`src/rtl/lifo_arbiter.sv`:
```
// Round-robin arbiter sharing one LIFO between NUM_REQ requesters, with a cool-down cycle after pops.
// Define LIFO_ARB_FIXED_PRIO_EN for fixed lowest-index priority instead of round-robin.
module lifo_arbiter #(
    parameter int NUM_REQ = 4,
    parameter int DW      = 16,
    parameter int IDW     = $clog2(NUM_REQ)
) (
    input  logic                  clk,
    input  logic                  rst,
    input  logic [NUM_REQ-1:0]    req_push,
    input  logic [NUM_REQ-1:0]    req_pop,
    input  logic [NUM_REQ*DW-1:0] req_data,
    output logic [NUM_REQ-1:0]    grant,
    output logic                  rsp_valid,
    output logic [IDW-1:0]        rsp_id,
    output logic [DW-1:0]         rsp_data,
    output logic                  lifo_push,
    output logic                  lifo_pop,
    output logic [DW-1:0]         lifo_din,
    input  logic [DW-1:0]         lifo_dout,
    input  logic                  lifo_full,
    input  logic                  lifo_empty
);

    typedef enum logic {ARB = 1'b0, COOL = 1'b1} state_t;

    state_t           state_q, state_d;
    logic             rsp_valid_q, rsp_valid_d;
    logic [IDW-1:0]   rsp_id_q, rsp_id_d;

    logic [NUM_REQ-1:0] elig;
    logic [NUM_REQ-1:0] upper;
    logic [NUM_REQ-1:0] sel_oh;
    logic [IDW-1:0]     sel_id;
    logic [DW-1:0]      sel_data;
    logic               sel_push;
    logic               sel_pop;
    logic               found;
    logic               gnt_en;

`ifndef LIFO_ARB_FIXED_PRIO_EN
    logic [IDW-1:0]   rr_ptr_q, rr_ptr_d;
`endif

    // Pop or swap needs data on the stack; a pure push needs room.
    always_comb begin
        elig = '0;
        for (int i = 0; i < NUM_REQ; i++) begin
            if (req_pop[i]) elig[i] = !lifo_empty;
            else            elig[i] = req_push[i] && !lifo_full;
        end
    end

    // Requesters at or above the pointer are searched before the wrapped ones.
    always_comb begin
        upper = '0;
        for (int i = 0; i < NUM_REQ; i++) begin
`ifdef LIFO_ARB_FIXED_PRIO_EN
            upper[i] = 1'b1;
`else
            upper[i] = (i >= int'(rr_ptr_q));
`endif
        end
    end

    always_comb begin
        found    = 1'b0;
        sel_oh   = '0;
        sel_id   = '0;
        sel_data = '0;
        sel_push = 1'b0;
        sel_pop  = 1'b0;
        for (int pass = 0; pass < 2; pass++) begin
            for (int i = 0; i < NUM_REQ; i++) begin
                if (!found && elig[i] && (upper[i] == (pass == 0))) begin
                    found     = 1'b1;
                    sel_oh[i] = 1'b1;
                    sel_id    = IDW'(i);
                    sel_data  = req_data[i*DW +: DW];
                    sel_push  = req_push[i];
                    sel_pop   = req_pop[i];
                end
            end
        end
    end

    always_comb begin
        gnt_en    = found && (state_q == ARB) && !rst;
        grant     = gnt_en ? sel_oh : '0;
        lifo_push = gnt_en && sel_push;
        lifo_pop  = gnt_en && sel_pop;
        lifo_din  = gnt_en ? sel_data : '0;
        rsp_valid = rsp_valid_q;
        rsp_id    = rsp_id_q;
        rsp_data  = (rsp_valid_q && !rst) ? lifo_dout : '0;
    end

    always_comb begin
        state_d     = (gnt_en && sel_pop) ? COOL : ARB;
        rsp_valid_d = gnt_en && sel_pop;
        rsp_id_d    = rsp_valid_d ? sel_id : rsp_id_q;
`ifndef LIFO_ARB_FIXED_PRIO_EN
        rr_ptr_d = rr_ptr_q;
        if (gnt_en) begin
            if (int'(sel_id) == NUM_REQ - 1) rr_ptr_d = '0;
            else                             rr_ptr_d = sel_id + IDW'(1);
        end
`endif
    end

    always_ff @(posedge clk or posedge rst) begin
        if (rst) begin
            state_q     <= ARB;
            rsp_valid_q <= 1'b0;
            rsp_id_q    <= '0;
`ifndef LIFO_ARB_FIXED_PRIO_EN
            rr_ptr_q    <= '0;
`endif
        end else begin
            state_q     <= state_d;
            rsp_valid_q <= rsp_valid_d;
            rsp_id_q    <= rsp_id_d;
`ifndef LIFO_ARB_FIXED_PRIO_EN
            rr_ptr_q    <= rr_ptr_d;
`endif
        end
    end

endmodule

```
`config.mk`:
```
export PLATFORM = sky130hd
export DESIGN_NAME = lifo_arbiter
export DESIGN_NICKNAME = d
export VERILOG_FILES = /design/src/rtl/lifo_arbiter.sv
export SDC_FILE = /design/constraint.sdc
export NUM_CORES = 1
export LEC_CHECK = 0
export BUFFER_PORTS_ARGS = -buffer_cell sky130_fd_sc_hd__buf_2
export CAP_MARGIN = 40
export CORE_MARGIN = 2
export CORE_UTILIZATION = 39
export CTS_BUF_LIST = sky130_fd_sc_hd__clkbuf_4 sky130_fd_sc_hd__clkbuf_8 sky130_fd_sc_hd__clkbuf_16
export CTS_CLUSTER_DIAMETER = 50
export DETAILED_ROUTE_END_ITERATION = 6
export HOLD_SLACK_MARGIN = 0.03
export MAX_ROUTING_LAYER = met4
export PLACE_DENSITY_LB_ADDON = 0.12
export SYNTH_ARGS = -nofsm -noshare
export SYNTH_HDL_FRONTEND = slang
export SYNTH_SLANG_ARGS = --single-unit
```
`constraint.sdc`:
```
create_clock -name clk -period 6.5 [get_ports clk]
set_input_delay 1.3 -clock clk [delete_from_list [all_inputs] [get_ports clk]]
set_output_delay 1.3 -clock clk [all_outputs]
set_load 0.05 [all_outputs]
```
==> flow_metrics.tcl, run 1 <==
set metrics [dict create \
    status "complete, no violations" \
    hpwlAfterDp_mm 3.92 \
    setup_slack_ns 1.54 \
    place_ws_ns 1.54 \
    nNetsFinal 398 \
    most-common-layout-cells "buf_2 (132), a22oi_1 (19), nand2_1 (16), and2_1 (16), a21oi_1 (11)" \
    yosys_register_bits 5 \
    crit_family "simple AND/OR/NAND/NOR gates" \
    skew_ns 0.00169 \
    wl_per_cell_um 14.1 \
    synth_edf_count 0 \
    yosysUniqueCellTypes 49 \
    numCtsBuffers 3 \
    synth-simple-area-share_pct 28.6 \
    synth_top_family_by_area "compound AO/OA/AOI/OAI gates" \
    die_area_sq_um 3790 \
    grt_pass1_vias 1551 \
    r2r.worst_path.cells 5 \
    ys.flop_type "dfrtp_1" \
    hold_depth 2 \
    crit_path_max_incr_delay_ns 0.74 \
    gp_congestion 0.823 \
    peakVddDrop_uv 115 \
    root_buffer "clkbuf_4" \
    slowest_stage "and4_1" \
    grt_pass1_wl_mm 6.82 \
    startpoint_type "input pin" \
    cts_tree "yes" \
    coreArea_sq_um 3100 \
    drt_iter0_markers 133 \
    totalWireLength_mm 4.92 \
    drive_gt1_share_pct 49.2 \
    yosys.area_share.xor_xnor_pct 0 \
    multi_input_area_sq_um 1070 \
    ioPinCount 133 \
    placed_cells 345 \
    insertion_delay_ns 0.24 \
    path_cells "buf_2 -> or3b_2 -> o21ai_0 -> and4_1 -> a211oi_2 -> a31o_2 -> inv_1 -> buf_2" \
    cts_resized 0 \
    cts_hold_buf 0 \
    hp-class "reg -> reg" \
    cp_data_required_time_ns 5.20 \
    portBuffers 132 \
    yosys_warnings 0 \
    period_share_pct 76.3 \
    yosysSeqAreaShare_pct 9.67 \
    grt_max_degree 24 \
    async_flop_share_pct 100 \
    endpoint_kind "output pin" \
    criticalPathCategory "in -> out" \
    area_growth_pct 53.3 \
    htree_levels 1 \
    grt_setup_unrepaired "no" \
    slew_viol_final 0 \
    drt-pass1-iter-count 4 \
    cp.depth 8 \
    ff_latch_area_sq_um 125 \
    power_leakage_nw 1.02 \
    worst-path-buf-inv 3 \
    fillers 306 \
    row_count 20 \
    die_h_um 61.6 \
    setup_viol 0 \
    postSynthCellCount 180 \
    vias 1942 \
    synth_mux_area_share_pct 1.55 \
    worst_path_most_repeated_cell "buf_2" \
    synth_compound_area_share_pct 51.9 \
    setup_tns_ns 0 \
    initial_utilization_pct 41.7 \
    relSlewSlack_pct 44.5 \
    finalInstanceArea_sq_um 1980 \
    worst_slew_pin_slew_ns 0.833 \
    synth.avg_cell_area_sq_um 7.19 \
    diodes 0 \
    clk_pin_slew_worst_paths_ns 0.04 \
    drc_errors 0 \
    grt_usage_pct 24.1 \
    finalHoldViolCount 0 \
    ant_nets 0 \
    syn_nets 272 \
    grt_overflow_total 0 \
    cts_setup_buffers 0 \
    cts_sinks 5 \
    antenna_found_initial 0 \
    placed_cell_area_sq_um 1950 \
    via_per_inst 5.56 \
    maxCapViolCount 0 \
    final_common_cell "buf_2" \
    arrival_ns 3.66 \
    cts_buffer_depth 2 \
    syn_area_sq_um 1290 \
    fin_cells 349 \
    p_per_area_nw_per_um2 283 \
    min_period_ns 4.96 \
    path_max_fanout 21 \
    fin_util_pct 63.9 \
    synthAdderAreaFrac_pct 0 \
    die_w_um 61.6 \
    fmax_ghz 0.202 \
]
==> cell type report <==
type | count | area share, %
well taps | 44 | 2.78
multi-input cells | 154 | 53.8
repair buffers | 134 | 34.1
inverters | 8 | 1.51
clock buffers | 4 | 1.51
flip-flops and latches | 5 | 6.31
==> state kept, by name, indices dropped and copies added, names as in the netlist <==
register,flops
rsp_valid,1
rsp_id,2
rr_ptr_q,2
==> Yosys cell counts, types with 2 or more instances <==
cell / count / area share (%)
a21o_1: 2 / 1.2
a21oi_1: 11 / 4.3
a221o_1: 7 / 5.4
a222oi_1: 9 / 7.0
a22o_1: 2 / 1.4
a22oi_1: 19 / 11
a311oi_1: 2 / 1.4
a31oi_1: 8 / 3.9
and2_1: 16 / 7.7
buf_2: 7 / 2.7
buf_6: 2 / 1.7
clkbuf_1: 3 / 0.87
dfrtp_1: 5 / 9.7
inv_1: 8 / 2.3
mux2i_1: 2 / 1.5
nand2_1: 16 / 4.6
nand2b_1: 4 / 1.9
nand3_1: 2 / 0.77
nor2_1: 9 / 2.6
nor2b_1: 5 / 2.4
nor3_1: 2 / 0.77
o21ai_0: 6 / 2.3
o21ai_1: 3 / 1.2
o22ai_1: 2 / 0.97
o31ai_1: 2 / 1.2
or2_2: 2 / 0.97
or3b_1: 2 / 1.4
==> tightest hold or removal path: cells and delay by family, from the launching register on <==
kind,cells,cell delay (ns)
DFF,1,0.36
buffers and inverters,1,0.06
AOI/OAI and AO/OA,1,0.07
==> cell families (layout without fill, tap and decap cells) <==
logic type | after synthesis | in the layout
compound gates | 86 | 86
buf+inv | 21 | 146
flops | 5 | 5
mux | 2 | 2
simple gates | 66 | 66
==> metal layers <==
layer	vias to the layer above	share of wire, %	global-route usage, %	wire, um
met1	871	41	29.8	1990
li1	968	-	-	-
met2	99	49	41.5	2400
met3	4	9.9	3.36	489
met4	0	0.69	5.47	34
met5	-	0	-	0
==> power by group <==
| part | leakage (nW) | switching, mW | internal (mW) |
|---|---|---|---|
| sequential | 0.0595 | 0.0218 | 0.0451 |
| combinational | 0.945 | 0.310 | 0.144 |
| clock | 0.0184 | 0.0131 | 0.0274 |
| total | 1.02 | 0.345 | 0.216 |
==> final timing paths <==
path | startpoint | to | slack, ns
setup reg to reg | rr_ptr_q[1] | rsp_id[0] | 3.97
setup / recovery | lifo_full | lifo_pop | 1.54
hold / removal | rsp_id[1] | rsp_id[1] | 0.53
min in group asynchronous | rst | rsp_id[0] | 0.96
max in group asynchronous | rst | rr_ptr_q[0] | 5.37
hold reg to reg | rsp_id[1] | rsp_id[1] | 0.53
==> per-stage QoR <==
| stage | hold WS (ns) | power (mW) |
|---|---|---|
| finish | 0.535 | 0.562 |
| global route | 0.568 | 0.596 |
| CTS | 0.541 | 0.561 |
| detailed placement | 0.526 | 0.519 |
| global placement | 0.523 | 0.517 |
| floorplan | 0.556 | 0.417 |
Power figures use the tool's default switching activity.
==> run 2: changes to the inputs <==
Settings changed: CORE_UTILIZATION 39 to 36.
Clock period 6.5 ns to 4.8 ns, I/O delays scaled along.
==> run 2 against run 1 <==
Wire length rose by 3.2%. Register-to-register slack got worse by 1.7 ns. Design area rose by 0.88%. Cell count rose by 1.1%. First-iteration DRC count rose by 25%. Largest cell class unchanged. Die area rose by 7.8%.
==> flow_metrics.tcl, run 2 (synthesis gave the netlist of run 1 again) <==
set metrics [dict create \
    startpoint_type "input pin" \
    relSlewSlack_pct 46.3 \
    wl_per_cell_um 14.4 \
    r2r.worst_path.cells 5 \
    totalWireLength_mm 5.07 \
    power.internal_uw 299 \
    drt-pass1-iter-count 6 \
    endpoint_kind "output pin" \
    setup_tns_ns 0 \
    peakVddDrop_uv 151 \
    fmax_ghz 0.232 \
    initial_utilization_pct 38.2 \
    skew_ns 0.00216 \
    fin_cells 353 \
    worstHoldEndpoint "rsp_id[1]" \
    row_count 21 \
    hp-class "reg -> reg" \
    numCtsBuffers 3 \
    period_share_pct 89.9 \
    htree_levels 1 \
    p_sw_share_pct 61.2 \
    maxCapViolCount 0 \
    status "complete, no violations" \
    cts_buffer_depth 2 \
    ant_nets 0 \
    via_per_inst 5.62 \
    drc_errors 0 \
    power_leakage_nw 1.03 \
    cts_resized 0 \
    p_seq_share_pct 11.6 \
    cts_sinks 5 \
    worst_slew_pin_slew_ns 0.805 \
    path_max_fanout 21 \
    hold_depth 2 \
    hpwlAfterDp_mm 3.97 \
    final_common_cell "buf_2" \
    grt_pass1_wl_mm 8.05 \
    ff2ff_setup_slack_ns 2.23 \
    portBuffers 132 \
    criticalPathCategory "in -> out" \
    insertion_delay_ns 0.25 \
    r2r-end "rsp_id[0]" \
    grt_max_degree 23 \
    root_buffer "clkbuf_4" \
    grt_overflow_total 0 \
    cts_hold_buf 0 \
    grt_usage_pct 24.1 \
    fin_hold_ws_ns 0.540 \
    p_sw_uw 471 \
    comb_power_share_pct 81.0 \
    area_growth_pct 54.6 \
    fin_util_pct 59.0 \
    coreArea_sq_um 3390 \
    vias 1985 \
    hp-start "rsp_id[1]" \
    nNetsFinal 400 \
    cts_setup_buffers 0 \
    clk_pin_slew_worst_paths_ns 0.05 \
    antenna_found_initial 0 \
    cp_data_required_time_ns 3.84 \
    slew_viol_final 0 \
    die_h_um 63.9 \
    most-common-layout-cells "buf_2 (132), a22oi_1 (19), nand2_1 (16), and2_1 (16), a21oi_1 (11)" \
    finalHoldViolCount 0 \
    timing.rr.start "rr_ptr_q[1]" \
    cts_tree "yes" \
    arrival_ns 3.35 \
    grt_pass1_vias 1809 \
    die_area_sq_um 4090 \
    drive_gt1_share_pct 49.5 \
    power_uw 770 \
    diodes 0 \
    min_period_ns 4.31 \
    setup_viol 0 \
    gp_congestion 0.901 \
    placed_cells 349 \
    ioPinCount 133 \
    drt_iter0_markers 166 \
    die_w_um 63.9 \
    p_per_area_nw_per_um2 385 \
    grt_setup_unrepaired "no" \
    power_frac_clock_pct 7.3 \
]
==> run 2: area by class of cell <==
| type | count | area [sq um] |
|---|---|---|
| multi-input combinational | 154 | 1070 |
| inverter | 8 | 30.0 |
| clock buffer | 4 | 30.0 |
| timing repair buffer | 136 | 691 |
| fill | 328 | 1390 |
| tap | 46 | 57.6 |
| sequential | 5 | 125 |
==> run 2: worst max path at each step <==
stage / depth (start not counted) / endpoint / slack, ns / startpoint
after floorplan: 7 / lifo_din[10] / 0.78 / lifo_full
after global routing: 8 / lifo_pop / 0.34 / lifo_empty
final: 8 / lifo_pop / 0.49 / lifo_full
after CTS: 8 / lifo_pop / 0.53 / lifo_full
after global placement: 8 / lifo_pop / 0.55 / lifo_full
after detailed placement: 8 / lifo_pop / 0.52 / lifo_full
==> run 2: power by group through the flow <==
stage	clock, mW	sequential [mW]	combinational [mW]
floorplan	0	0.113	0.452
global placement	0	0.0898	0.620
detailed placement	0	0.0892	0.620
CTS	0.0574	0.0890	0.621
global route	0.0639	0.0941	0.666
finish	0.0565	0.0897	0.624
==> run 2: worst max-delay path, cell delays in order <==
cell      delay [ns]
buf_2           0.13
or3b_2          0.52
o21ai_0         0.16
and4_1          0.78
a211oi_2        0.18
a31o_2          0.30
inv_1           0.06
buf_2           0.26
==> run 2: per-stage QoR <==
stage	worst slack, ns	area (sq um)
after floorplan	0.780	1290
after global placement	0.549	1970
after detailed placement	0.524	1970
after CTS	0.526	2000
after global routing	0.345	2000
final	0.485	2000
==> run 2: per-layer routing <==
layer | part of all wire (%) | GRT usage, % | vias to the layer above | routed length [um]
li1 | - | - | 974 | -
met1 | 39 | 29.3 | 883 | 2000
met2 | 49 | 40.9 | 124 | 2510
met3 | 11 | 5.28 | 4 | 536
met4 | 0.57 | 4.62 | 0 | 29
met5 | 0 | - | - | 0
==> run 3: changes to the inputs <==
Settings changed: REMOVE_ABC_BUFFERS from default to 1.
==> run 3 against run 2 <==
Wire length rose by 2.3%. Critical path depth did not move. Sequential power barely moved. Clock skew rose by 0.0043 ns. Flip-flop and latch count did not move. Power fell by 0.39%. Core utilization did not move. Design area did not move. Maximum frequency rose by 0.65%. Critical endpoint unchanged. Largest cell class unchanged. Highest routed layer unchanged.
==> flow_metrics.tcl, run 3 (synthesis gave the netlist of run 1 again) <==
set metrics [dict create \
    status "complete, no violations" \
    setup_viol 0 \
    die_h_um 63.9 \
    p_sw_uw 469 \
    r2r.worst_path.cells 5 \
    drc_errors 0 \
    most-common-layout-cells "buf_2 (132), a22oi_1 (19), nand2_1 (16), and2_1 (16), a21oi_1 (11)" \
    timing.rr.start "rr_ptr_q[1]" \
    crit_end "lifo_pop" \
    worst_slew_pin_slew_ns 0.803 \
    p_seq_share_pct 11.7 \
    p_per_area_nw_per_um2 384 \
    area_growth_pct 54.6 \
    setup_tns_ns 0 \
    drive_gt1_share_pct 49.5 \
    initial_utilization_pct 38.2 \
    power_uw 767 \
    skew_ns 0.00650 \
    grt_pass1_wl_mm 8.31 \
    slew_viol_final 0 \
    clk_pin_slew_worst_paths_ns 0.04 \
    comb_power_share_pct 81.2 \
    ioPinCount 133 \
    grt_pass1_vias 1845 \
    numCtsBuffers 3 \
    cts_resized 0 \
    path_max_fanout 21 \
    portBuffers 132 \
    power_leakage_nw 1.03 \
    power_frac_clock_pct 7.1 \
    row_count 21 \
    fmax_ghz 0.233 \
    root_buffer "clkbuf_4" \
    cp.depth 8 \
    grt_setup_unrepaired "no" \
    power.internal_uw 298 \
    fillers 341 \
    ff2ff_setup_slack_ns 2.21 \
    worst-path-buf-inv 3 \
    endpoint_kind "output pin" \
    coreArea_sq_um 3390 \
    criticalPathCategory "in -> out" \
    path_cells "buf_2 -> or3b_2 -> o21ai_0 -> and4_1 -> a211oi_2 -> a31o_2 -> inv_1 -> buf_2" \
    crit_family "simple AND/OR/NAND/NOR gates" \
    wl_per_cell_um 14.7 \
    grt_max_degree 22 \
    cts_buffer_depth 2 \
    htree_levels 1 \
    cts_tree "yes" \
    vias 1947 \
    die_w_um 63.9 \
    hpwlAfterDp_mm 4.14 \
    drt-pass1-iter-count 5 \
    cp_data_required_time_ns 3.84 \
    ant_nets 0 \
    crit_path_max_incr_delay_ns 0.77 \
    r2r-end "rsp_id[1]" \
    peakVddDrop_uv 183 \
    cts_hold_buf 0 \
    period_share_pct 89.3 \
    drt_iter0_markers 134 \
    place_ws_ns 0.506 \
    maxCapViolCount 0 \
    arrival_ns 3.33 \
    startpoint_type "input pin" \
    min_period_ns 4.29 \
    relSlewSlack_pct 46.5 \
    worst_path_most_repeated_cell "buf_2" \
    worstSetupStartpoint "lifo_full" \
    slowest_stage "and4_1" \
    grt_overflow_total 0 \
    diodes 0 \
    via_per_inst 5.52 \
    finalHoldViolCount 0 \
    gp_congestion 0.955 \
    setup_slack_ns 0.513 \
    insertion_delay_ns 0.24 \
    cts_setup_buffers 0 \
    hp-class "reg -> reg" \
    p_sw_share_pct 61.1 \
    cts_sinks 5 \
    nNetsFinal 400 \
    antenna_found_initial 0 \
    final_common_cell "buf_2" \
    die_area_sq_um 4090 \
    grt_usage_pct 25.2 \
    totalWireLength_mm 5.19 \
]
-- run 3: power groups by stage --
stage                     registers (mW)  logic, mW  clock network (mW)
after floorplan                    0.121      0.419                   0
final                             0.0896      0.623              0.0544
after global placement            0.0898      0.619                   0
after global routing              0.0945      0.670              0.0607
after detailed placement          0.0895      0.624                   0
after CTS                         0.0889      0.626              0.0558
-- run 3: through the flow --
| step | hold slack (ns) | utilization, % | cells | area (sq um) |
|---|---|---|---|---|
| after floorplan | 0.556 | - | 167 | 1220 |
| after global placement | 0.534 | 58.1 | 349 | 1970 |
| after detailed placement | 0.541 | 58.1 | 349 | 1970 |
| after CTS | 0.547 | 59.0 | 353 | 2000 |
| after global routing | 0.584 | 59.0 | 353 | 2000 |
| final | 0.539 | 59.0 | 353 | 2000 |
-- run 3: cell type report --
cell class	count	area [sq um]	area share [%]
Multi-Input combinational cell	154	1070	53.3
Clock buffer	4	30.0	1.50
Timing Repair Buffer	136	691	34.5
Sequential cell	5	125	6.25
Inverter	8	30.0	1.50
Tap cell	46	57.6	2.88
-- run 3: worst min-delay path by stage --
stage,start,endpoint,slack [ns],depth (start not counted)
floorplan,rr_ptr_q[0],rr_ptr_q[0],0.56,1
global placement,rsp_id[1],rsp_id[1],0.53,2
detailed placement,rsp_id[0],rsp_id[0],0.54,2
CTS,rsp_id[0],rsp_id[0],0.55,2
global route,rsp_id[0],rsp_id[0],0.58,2
finish,rsp_id[0],rsp_id[0],0.54,2
-- run 3: per-layer routing --
metal	vias to the layer above	track usage, %	routed length [um]
li1	977	-	-
met1	885	31.3	2260
met2	81	42.8	2540
met3	4	4.05	360
met4	0	5.16	33
met5	-	-	0
-- run 3: tightest hold or removal path, stage by stage, from the launching register on --
cell and delay [ns]:
dfrtp_1 0.36, inv_1 0.05, a22oi_1 0.07
